===== config.mk =====
export PLATFORM = sky130hd
export DESIGN_NAME = reg_status_uart_flat
export DESIGN_NICKNAME = d
export VERILOG_FILES = /design/src/rtl/reg_status_uart_if.sv /design/src/rtl/reg_status_uart.sv /design/src/flat_wrapper.sv
export SDC_FILE = /design/constraint.sdc
export NUM_CORES = 1
export LEC_CHECK = 0
export CORE_UTILIZATION = 50
export CTS_CLUSTER_DIAMETER = 50
export DETAILED_ROUTE_END_ITERATION = 12
export PLACE_DENSITY = 0.73
export SLEW_MARGIN = 20
export SYNTH_ARGS = -nofsm -noshare
export SYNTH_HDL_FRONTEND = slang
export SYNTH_SLANG_ARGS = --single-unit

===== constraint.sdc =====
create_clock -name clk -period 3 [get_ports clk]
set_input_delay 0.6 -clock clk [delete_from_list [all_inputs] [get_ports clk]]
set_output_delay 0.6 -clock clk [all_outputs]
set_load 0.01 [all_outputs]

===== src/rtl/reg_status_uart_if.sv =====
// Bundle of the status inputs, the enable and the UART/counter outputs
// shared between the status reporter and whatever drives or observes it.
interface reg_status_uart_if;
  logic [9:0]  reg_in;
  logic        report_en;
  logic        uart_tx;
  logic        busy;
  logic [15:0] frame_cnt;
  logic [7:0]  drop_cnt;

  modport master (
    output reg_in, report_en,
    input  uart_tx, busy, frame_cnt, drop_cnt
  );

  modport slave (
    input  reg_in, report_en,
    output uart_tx, busy, frame_cnt, drop_cnt
  );
endinterface


===== src/rtl/reg_status_uart.sv =====
// Snapshots the ten register status bits and prints each new value as an
// ASCII line ("dddddddddd\r\n", reg10 first) on an 8N1 UART TX pin.
//
// state | meaning
// IDLE  | line high, waiting for report_en and a new (or forced) value
// START | start bit (0) of the current character
// DATA  | data bit bit_idx of the current character, LSB first
// STOP  | stop bit (1); after char 11 the frame ends
module reg_status_uart #(
  parameter int CLKS_PER_BIT = 434
) (
  input  logic         clk,
  input  logic         reset_n,
  reg_status_uart_if.slave bus
);

  localparam int CW = (CLKS_PER_BIT > 2) ? $clog2(CLKS_PER_BIT) : 1;
  localparam logic [CW-1:0] BIT_LAST = CW'(CLKS_PER_BIT - 1);

  typedef enum logic [1:0] {IDLE, START, DATA, STOP} state_t;

  state_t        state, state_n;
  logic [CW-1:0] bit_cnt, bit_cnt_n;
  logic [2:0]    bit_idx, bit_idx_n;
  logic [3:0]    char_idx, char_idx_n;
  logic [9:0]    snap;
  logic [9:0]    last_sent;
  logic [9:0]    prev_in;
  logic          force_pending;
  logic          tx_q, tx_n;
  logic [15:0]   frame_cnt_q;
  logic [7:0]    drop_cnt_q;
  logic          trigger;
  logic          bit_done;
  logic          load;
  logic          frame_done;
  logic [7:0]    cur_char;

  // ASCII character idx of the line built from a snapshot
  function automatic logic [7:0] char_at(input logic [9:0] s, input logic [3:0] idx);
    logic [7:0] c;
    if (idx < 4'd10) c = s[4'd9 - idx] ? 8'h31 : 8'h30;
    else if (idx == 4'd10) c = 8'h0D;
    else c = 8'h0A;
    return c;
  endfunction

  assign trigger  = bus.report_en && (force_pending || (bus.reg_in != last_sent));
  assign bit_done = (bit_cnt == BIT_LAST);

  // next-state, counters and the registered TX level for the next cycle
  always_comb begin
    state_n    = state;
    bit_cnt_n  = bit_cnt;
    bit_idx_n  = bit_idx;
    char_idx_n = char_idx;
    load       = 1'b0;
    frame_done = 1'b0;
    tx_n       = 1'b1;
    cur_char   = 8'h00;
    case (state)
      IDLE: begin
        if (trigger) begin
          state_n    = START;
          bit_cnt_n  = '0;
          char_idx_n = 4'd0;
          load       = 1'b1;
        end
      end
      START: begin
        if (bit_done) begin
          state_n   = DATA;
          bit_cnt_n = '0;
          bit_idx_n = 3'd0;
        end else begin
          bit_cnt_n = bit_cnt + CW'(1);
        end
      end
      DATA: begin
        if (bit_done) begin
          bit_cnt_n = '0;
          if (bit_idx == 3'd7) state_n = STOP;
          else bit_idx_n = bit_idx + 3'd1;
        end else begin
          bit_cnt_n = bit_cnt + CW'(1);
        end
      end
      STOP: begin
        if (bit_done) begin
          bit_cnt_n = '0;
          if (char_idx == 4'd11) begin
            state_n    = IDLE;
            frame_done = 1'b1;
          end else begin
            char_idx_n = char_idx + 4'd1;
            state_n    = START;
          end
        end else begin
          bit_cnt_n = bit_cnt + CW'(1);
        end
      end
      default: state_n = IDLE;
    endcase
    // snap is already loaded whenever DATA is entered, so it is safe to use here
    cur_char = char_at(snap, char_idx_n);
    case (state_n)
      START:   tx_n = 1'b0;
      DATA:    tx_n = cur_char[bit_idx_n];
      default: tx_n = 1'b1;
    endcase
  end

  // FSM state, bit timing and TX output register
  always_ff @(posedge clk or negedge reset_n) begin
    if (!reset_n) begin
      state    <= IDLE;
      bit_cnt  <= '0;
      bit_idx  <= 3'd0;
      char_idx <= 4'd0;
      tx_q     <= 1'b1;
    end else begin
      state    <= state_n;
      bit_cnt  <= bit_cnt_n;
      bit_idx  <= bit_idx_n;
      char_idx <= char_idx_n;
      tx_q     <= tx_n;
    end
  end

  // snapshot and change-detection reference taken on the trigger edge
  always_ff @(posedge clk or negedge reset_n) begin
    if (!reset_n) begin
      snap          <= 10'd0;
      last_sent     <= 10'd0;
      force_pending <= 1'b1;
    end else if (load) begin
      snap          <= bus.reg_in;
      last_sent     <= bus.reg_in;
      force_pending <= 1'b0;
    end
  end

  // completed-frame counter, wraps naturally
  always_ff @(posedge clk or negedge reset_n) begin
    if (!reset_n) frame_cnt_q <= 16'd0;
    else if (frame_done) frame_cnt_q <= frame_cnt_q + 16'd1;
  end

  // count every enabled input change seen while a frame is in flight, saturating
  always_ff @(posedge clk or negedge reset_n) begin
    if (!reset_n) begin
      prev_in    <= 10'd0;
      drop_cnt_q <= 8'd0;
    end else begin
      prev_in <= bus.reg_in;
      if ((state != IDLE) && bus.report_en && (bus.reg_in != prev_in) &&
          (drop_cnt_q != 8'hFF))
        drop_cnt_q <= drop_cnt_q + 8'd1;
    end
  end

  assign bus.uart_tx   = tx_q;
  assign bus.busy      = (state != IDLE);
  assign bus.frame_cnt = frame_cnt_q;
  assign bus.drop_cnt  = drop_cnt_q;

endmodule


===== src/flat_wrapper.sv =====
// flat-port wrapper written by rule: the top's interface ports become plain ports
module reg_status_uart_flat 
#(
  parameter int CLKS_PER_BIT = 434
)
  (clk, reset_n, bus_reg_in, bus_report_en, bus_uart_tx, bus_busy, bus_frame_cnt, bus_drop_cnt);
  reg_status_uart_if bus_i ();
  input  logic clk;
  input  logic reset_n;
  input wire logic [$bits(bus_i.reg_in)-1:0] bus_reg_in;
  input wire logic [$bits(bus_i.report_en)-1:0] bus_report_en;
  output wire logic [$bits(bus_i.uart_tx)-1:0] bus_uart_tx;
  output wire logic [$bits(bus_i.busy)-1:0] bus_busy;
  output wire logic [$bits(bus_i.frame_cnt)-1:0] bus_frame_cnt;
  output wire logic [$bits(bus_i.drop_cnt)-1:0] bus_drop_cnt;
  assign bus_i.reg_in = bus_reg_in;
  assign bus_i.report_en = bus_report_en;
  assign bus_uart_tx = bus_i.uart_tx;
  assign bus_busy = bus_i.busy;
  assign bus_frame_cnt = bus_i.frame_cnt;
  assign bus_drop_cnt = bus_i.drop_cnt;
  reg_status_uart #(.CLKS_PER_BIT(CLKS_PER_BIT)) u_core (.clk(clk), .reset_n(reset_n), .bus(bus_i));
endmodule

==> results of run 1 <==
## layer usage
metal / GRT usage (%) / wire [um] / part of all wire [%]
met1: 26.8 / 3070 / 44
met2: 37.4 / 3670 / 52
met3: 4.15 / 230 / 3.3
met4: 7.52 / 72 / 1.0
met5: 0 / 0 / 0
## report_power, final
group          switching, mW  internal [mW]
logic                  0.146          0.200
clock network          0.345          0.493
registers              0.128          0.955
## placed cells by master, fill, tap and decap left out, types with 2 or more instances in the layout
master	n
nand4_1	12
and3_1	4
buf_4	29
nor3_1	6
or4_4	2
mux2_2	15
o21a_1	3
nand2_1	28
o21ai_0	18
or3_1	2
clkbuf_8	10
dlygate4sd2_1	3
xor2_1	19
a21oi_1	4
xnor2_1	25
a31oi_1	2
o211ai_1	2
mux2i_1	3
nand3b_1	2
a211oi_1	2
bufinv_16	2
clkdlybuf4s50_1	34
nand3_1	16
nor2b_1	4
dfrtp_1	62
nor4_1	3
dfstp_2	2
inv_1	11
clkinvlp_4	3
nor2_1	18
ha_1	12
mux4_2	2
## worst paths after layout
kind                                           from                       end  slack (ps)  depth (start not counted)
max                                   bus_reg_in[9]        u_core.bus.uart_tx         120                         10
min                                         reset_n  u_core.bus.frame_cnt[11]         150                          1
max reg2reg                         u_core.state[0]        u_core.bus.uart_tx         200                          9
min reg2reg                u_core.bus.frame_cnt[15]  u_core.bus.frame_cnt[15]         470                          1
max in group asynchronous                   reset_n        u_core.char_idx[0]        2170                          2
min in group clk           u_core.bus.frame_cnt[15]  u_core.bus.frame_cnt[15]         470                          1
## kinds of logic after synthesis
| kind of cell | after synthesis | synth area share, % |
|---|---|---|
| XOR/XNOR | 44 | 11.5 |
| buffers and inverters | 16 | 1.79 |
| adder cells (fa/ha/maj) | 13 | 4.85 |
| AO/OA/AOI/OAI | 49 | 9.97 |
| flip-flops | 64 | 47.9 |
| AND/OR/NAND/NOR | 108 | 16.7 |
| multiplexers | 20 | 7.28 |
## per-stage QoR
| step | cell area, um2 | worst slack [ps] | TNS [ps] |
|---|---|---|---|
| final | 4340 | 124 | 0 |
| after CTS | 4320 | 39.6 | 0 |
| after detailed placement | 4070 | -548 | -2550 |
| after global routing | 4340 | 23.2 | 0 |
| after floorplan | 3390 | 2.69 | 0 |
| after global placement | 4070 | -476 | -2040 |
## registers in the layout, indices dropped and copies added (netlist names)
name	cells
u_core.force_pending	1
u_core.snap	10
u_core.char_idx	4
u_core.bit_cnt	9
u_core.bit_idx	3
u_core.state	2
u_core.prev_in	10
u_core.bus.drop_cnt	8
u_core.bus.uart_tx	1
u_core.bus.frame_cnt	16
## timing repair
action                     CTS  global route
pin swaps                    3             4
gates resized for setup      5             5
setup endpoints to repair    1             1
setup buffers                1             0
## area by class of cell
class / count / area [um2]
fill: 519 / 2080
inverter: 12 / 47.5
multi-input combinational: 234 / 1750
tap: 77 / 96.3
clock buffer: 10 / 138
sequential: 64 / 1600
clock inverter: 6 / 91.3
timing repair buffer: 68 / 609
==> flow_summary_export.csv, run 1 <==
group,metric,value,unit
outcome,run_status,"complete, but fails checks",
outcome,failed_checks,"design-rule violations",
logic_synthesis,syn-num-nets,340,
logic_synthesis,post_synthesis_area_per_instance,10.7,um2
timing,timing.final.setup_violations,0,
final_layout,final-instance-count-excl-fill,471,
timing,finalCriticalPeriod,2880,ps
pwr,worst_ir_drop_vdd,336,uV
pwr,power.leakage,1.98,nW
timing,final_hold_viol_count,0,
clock_tree,clock-root-buffer,"clkbuf_8",
drt,route.vias.total,2604,
drt,routed_wire_length_per_instance,15.0,um
die,row_count,29,
worst_setup_path,timing.critical_path.arrival,3130,ps
clock_tree,cts.reportedPaths.clkPinSlew,80,ps
timing,fmax,348,MHz
clock_tree,htree_levels,3,
worst_setup_path,path_buf_inv,2,
pwr,p_total,2.27,mW
timing,hold_slack,148,ps
logic_synthesis,synth_largest_area_cell,"dfrtp_1",
final_layout,final_core_util,67.6,%
clock_tree,tritoncts_clock_tree,"built",
logic_synthesis,synth_flop_cell,"dfrtp_1",
worst_setup_path,worst_ep_required_time,3250,ps
logic_synthesis,synth.ff_latch_count,64,
die,chipWidth,83.9,um
logic_synthesis,synth_cell_types,53,
timing,final-max-slew-violation-count,0,
flow_run,max_cap_violations,0,
final_layout,final_layout_size_suffix_gt1_share,20.1,%
placement,place.detailed.instances,454,
logic_synthesis,yosys_warnings,0,
drt,drt_pass1_iterations,8,
pwr,pwr_density_cell,522,mW/mm2
logic_synthesis,synth-seq-area-share,47.9,%
worst_setup_path,critical_path.top_delay_family,"simple AND/OR/NAND/NOR gates",
placement,place.port_buffers,38,
drt,via_per_inst,5.53,
worst_setup_path,critPathMaxStageDelay,520,ps
worst_setup_path,critical_path.cell_chain,"dlygate4sd2_1, xor2_1, or4_4, buf_4, o41ai_2, nor2_2, mux4_2, nor2_1, nor3_1, o311a_1",
final_layout,layout-area-overhead-vs-synth,29.5,%
logic_synthesis,yosys.area.top_type_share,46.3,%
die,die_height,83.9,um
logic_synthesis,synth_async_sr_flop_share,100,%
worst_setup_path,worstSetupPathType,"input port to flop",
clock_tree,cts-hold-fix-buffers,0,
worst_hold_path,worstHoldPathType,"input port to async pin",
global_route,grt_start_max_net_pins,31,
worst_setup_path,setup.worst_path.start_class,"input port",
clock_tree,max-clock-path-buffers,2,
logic_synthesis,yosys-top-cells-count,"dfrtp_1, nand2_1, xnor2_1",
timing,worstMarginPinSlew,455,ps
die,fp.coreArea,0.00642,mm2
placement,gpl.final_weighted_congestion,0.835,
global_route,grt_pass1_vias,2565,
die,initial_utilization,52.2,%
logic_synthesis,synth_most_common_cell,"dfrtp_1",
global_route,grt_overflow,0,
worst_setup_path,critPathCaptureType,"flop",
global_route,antenna_found_initial,0,
timing,final.setup_skew,12.9,ps
final_layout,n_antenna_cell,0,
drt,routed_wire_length,7050,um
timing,timing.final.crit_share,95.9,%
logic_synthesis,netlist_area,0.00335,mm2
drt,post-route-drc-count,6,
placement,dp_hpwl,5180,um
final_layout,final_nets,415,
worst_setup_path,slowest_stage,"or4_4",
clock_tree,clk_latency,330,ps
die,fp.dieArea,0.00703,mm2
global_route,grt_util_all_layers,21.5,%
timing,rsz_0062_raised_after_global_routing,"false",
logic_synthesis,syn-instance-count,314,
drt,initialDrtViolationCount,97,
die,ioPinCount,39,
clock_tree,clock_sink_count,64,
global_route,global_route_wire_length_before_repair,11900,um
logic_synthesis,number_of_enable_type_register_cells_in_the_synthesized_netlist,0,
timing,max_slew_margin,69.4,%
clock_tree,tritoncts.num_buffers,9,
logic_synthesis,synth.area.top_cells,"dfrtp_1, xnor2_1, mux2_2, xor2_1, ha_1",
worst_setup_path,crit_path_max_fanout,4,
drt,antenna_left,0,
No activity file was read; power rests on OpenSTA's default activity.
==> inputs of run 2 (changes only) <==
- GPL_ROUTABILITY_DRIVEN: unset -> 0
- PLACE_DENSITY: 0.73 -> 0.7
- TNS_END_PERCENT: unset -> 30
- clock period: 3 -> 2.7 ns (I/O delays scaled with it)
==> flow_summary_export.csv, run 2 (synthesis gave the netlist of run 1 again) <==
group,metric,value,unit
final_layout,seqCellArea,0.00160,mm2
timing,final.setup_skew,6.12,ps
global_route,grt_pass1_vias,2769,
worst_setup_path,worstSetupPathType,"input port to flop",
worst_setup_path,setup_slack_of_the_most_critical_reg_to_reg_path,-70,ps
pwr,power.combinational.fraction,18.1,%
pwr,switching_power,704,uW
die,initial_utilization,52.2,%
drt,met1_length,3230,um
clock_tree,cts-hold-fix-buffers,0,
timing,finalCriticalPeriod,2790,ps
pwr,power_frac_seq,43.3,%
worst_setup_path,slowest_stage,"or4_4",
timing,fmax,358,MHz
worst_setup_path,crit_path_frequent_cell,"or4_4",
pwr,switching_share,26.3,%
placement,dp_hpwl,5470,um
global_route,grt_start_max_net_pins,41,
pwr,pwr_density_cell,591,mW/mm2
worst_setup_path,timing.critical_path.arrival,3060,ps
drt,routed_wire_length_per_instance,15.0,um
final_layout,layout-area-overhead-vs-synth,35.3,%
worst_setup_path,crit_path_max_fanout,4,
drt,route.vias.total,2691,
clock_tree,htree_levels,3,
final_layout,final_nets,437,
placement,place.port_buffers,38,
drt,met3_length,244,um
clock_tree,tritoncts.num_buffers,9,
worst_setup_path,critPathMaxStageDelay,540,ps
pwr,p_total,2.68,mW
timing,hold_slack,196,ps
clock_tree,clock-root-buffer,"clkbuf_8",
final_layout,final_layout_size_suffix_gt1_share,24.8,%
die,fp.dieArea,0.00703,mm2
pwr,power.leakage,2.08,nW
final_layout,n_antenna_cell,0,
final_layout,mostFrequentLayoutCell,"dfrtp_1",
die,chipWidth,83.9,um
global_route,antenna_found_initial,0,
worst_hold_path,worstHoldPathType,"input port to async pin",
pwr,worst_ir_drop_vdd,388,uV
die,ioPinCount,39,
final_layout,nFillCells,472,
drt,post-route-drc-count,6,
pwr,internal_power,1.98,mW
worst_setup_path,critical_path.cell_chain,"clkdlybuf4s15_1, xor2_1, or4_4, or4_4, o211a_4, inv_4, ha_4, nor3b_4, xnor2_1, o21a_1, o311a_1",
drt,route.met2.wl,3720,um
timing,final_hold_viol_count,0,
worst_setup_path,worst_r2r_path_depth,10,
timing,timing.final.setup_violations,1,
final_layout,largest_register_ff_count,16,
worst_setup_path,worst_ep_required_time,2970,ps
drt,initialDrtViolationCount,108,
worst_setup_path,r2r_end,"u_core.bus.uart_tx",
timing,final-max-slew-violation-count,0,
drt,antenna_left,0,
clock_tree,clock_sink_count,64,
worst_setup_path,critical_r2r_launch,"u_core.snap[9]",
timing,rsz_0062_raised_after_global_routing,"true",
drt,top_signal_layer_used,"met4",
outcome,run_status,"complete, but fails checks",
clock_tree,tritoncts_clock_tree,"built",
timing,max_slew_margin,60.0,%
clock_tree,cts.reportedPaths.clkPinSlew,80,ps
global_route,grt_overflow,0,
drt,drt_pass1_iterations,8,
worst_setup_path,setup.worst_path.start_class,"input port",
clock_tree,clk_latency,340,ps
clock_tree,max-clock-path-buffers,2,
outcome,failed_checks,"design-rule violations, negative setup slack",
die,row_count,29,
drt,via_per_inst,5.46,
pwr,power.clock.fraction,38.6,%
die,fp.coreArea,0.00642,mm2
final_layout,layout_common_cells,"dfrtp_1, buf_4, clkdlybuf4s50_1",
global_route,global_route_wire_length_before_repair,12900,um
worst_setup_path,critPathCaptureType,"flop",
global_route,grt_util_all_layers,23.7,%
final_layout,multi_input_area,0.00174,mm2
timing,timing.final.crit_share,103,%
timing,worstMarginPinSlew,599,ps
die,die_height,83.9,um
flow_run,max_cap_violations,0,
timing,setup_slack,-89.5,ps
drt,routed_wire_length,7420,um
## run 2: cell count changes in the layout (fill, tap and decap cells not counted), moves of 2 or more
cell and delta:
buf_4 +21, clkdlybuf4s15_1 +2, clkinvlp_4 -2, dlygate4sd2_1 -2
nor2_1 -2, nor2_2 +2
## run 2: area by class of cell
cell class | count | share of cell area [%]
clock inverters | 6 | 2.54
flip-flops and latches | 64 | 35.4
clock buffers | 10 | 3.04
well taps | 77 | 2.13
inverters | 12 | 1.05
multi-input cells | 234 | 38.4
repair buffers | 90 | 17.5
## run 2: worst max path at each step
stage                     cells after the start                  to  slack [ps]      startpoint
after floorplan                              10  u_core.bus.uart_tx        -160   bus_reg_in[9]
after global placement                       11  u_core.bus.uart_tx        -670   bus_reg_in[9]
after detailed placement                     11  u_core.bus.uart_tx        -710   bus_reg_in[9]
after CTS                                    10  u_core.bus.uart_tx         -90  u_core.snap[9]
after global routing                         12  u_core.bus.uart_tx        -200   bus_reg_in[3]
final                                        11  u_core.bus.uart_tx         -90   bus_reg_in[9]
## run 2: power by group through the flow
stage,clock [mW],combinational [mW],sequential (mW)
after global placement,0,0.479,1.17
after detailed placement,0,0.493,1.18
after floorplan,0,0.174,1.21
after CTS,1.06,0.492,1.16
final,1.03,0.486,1.16
after global routing,1.10,0.544,1.18
## run 2: per-layer routing
layer / up-vias / global-route usage (%)
met4: 0 / 12.2
li1: 1321 / -
met2: 63 / 39.8
met3: 19 / 3.96
met5: - / 0
met1: 1288 / 29.5
## run 2: critical path: cells and delay by family
family / cells / cell delay [ps]
and+or+nand+nor: 3 / 1200
AOI/OAI and AO/OA: 3 / 690
buffers and inverters: 2 / 270
xor gates and xnor gates: 2 / 240
adders and majority gates: 1 / 110
## run 2: metrics by stage
stage | setup TNS, ps | setup WS (ps) | std cells | utilization (%) | area (um2)
2_1_floorplan | -156 | -156 | 314 | - | 3390
3_5_place_dp | -9790 | -713 | 476 | 66.2 | 4250
3_3_place_gp | -9150 | -671 | 476 | 66.2 | 4250
4_1_cts | -90.4 | -90.4 | 493 | 70.4 | 4520
6_report | -89.5 | -89.5 | 493 | 70.6 | 4530
5_1_grt | -204 | -199 | 493 | 70.6 | 4530
## run 2: timing repair
action / CTS / global route
endpoints found under the setup margin: 18 / 7
gates resized for setup: 8 / 4
pin swaps: 3 / 3
buffers inserted: 1 / 0
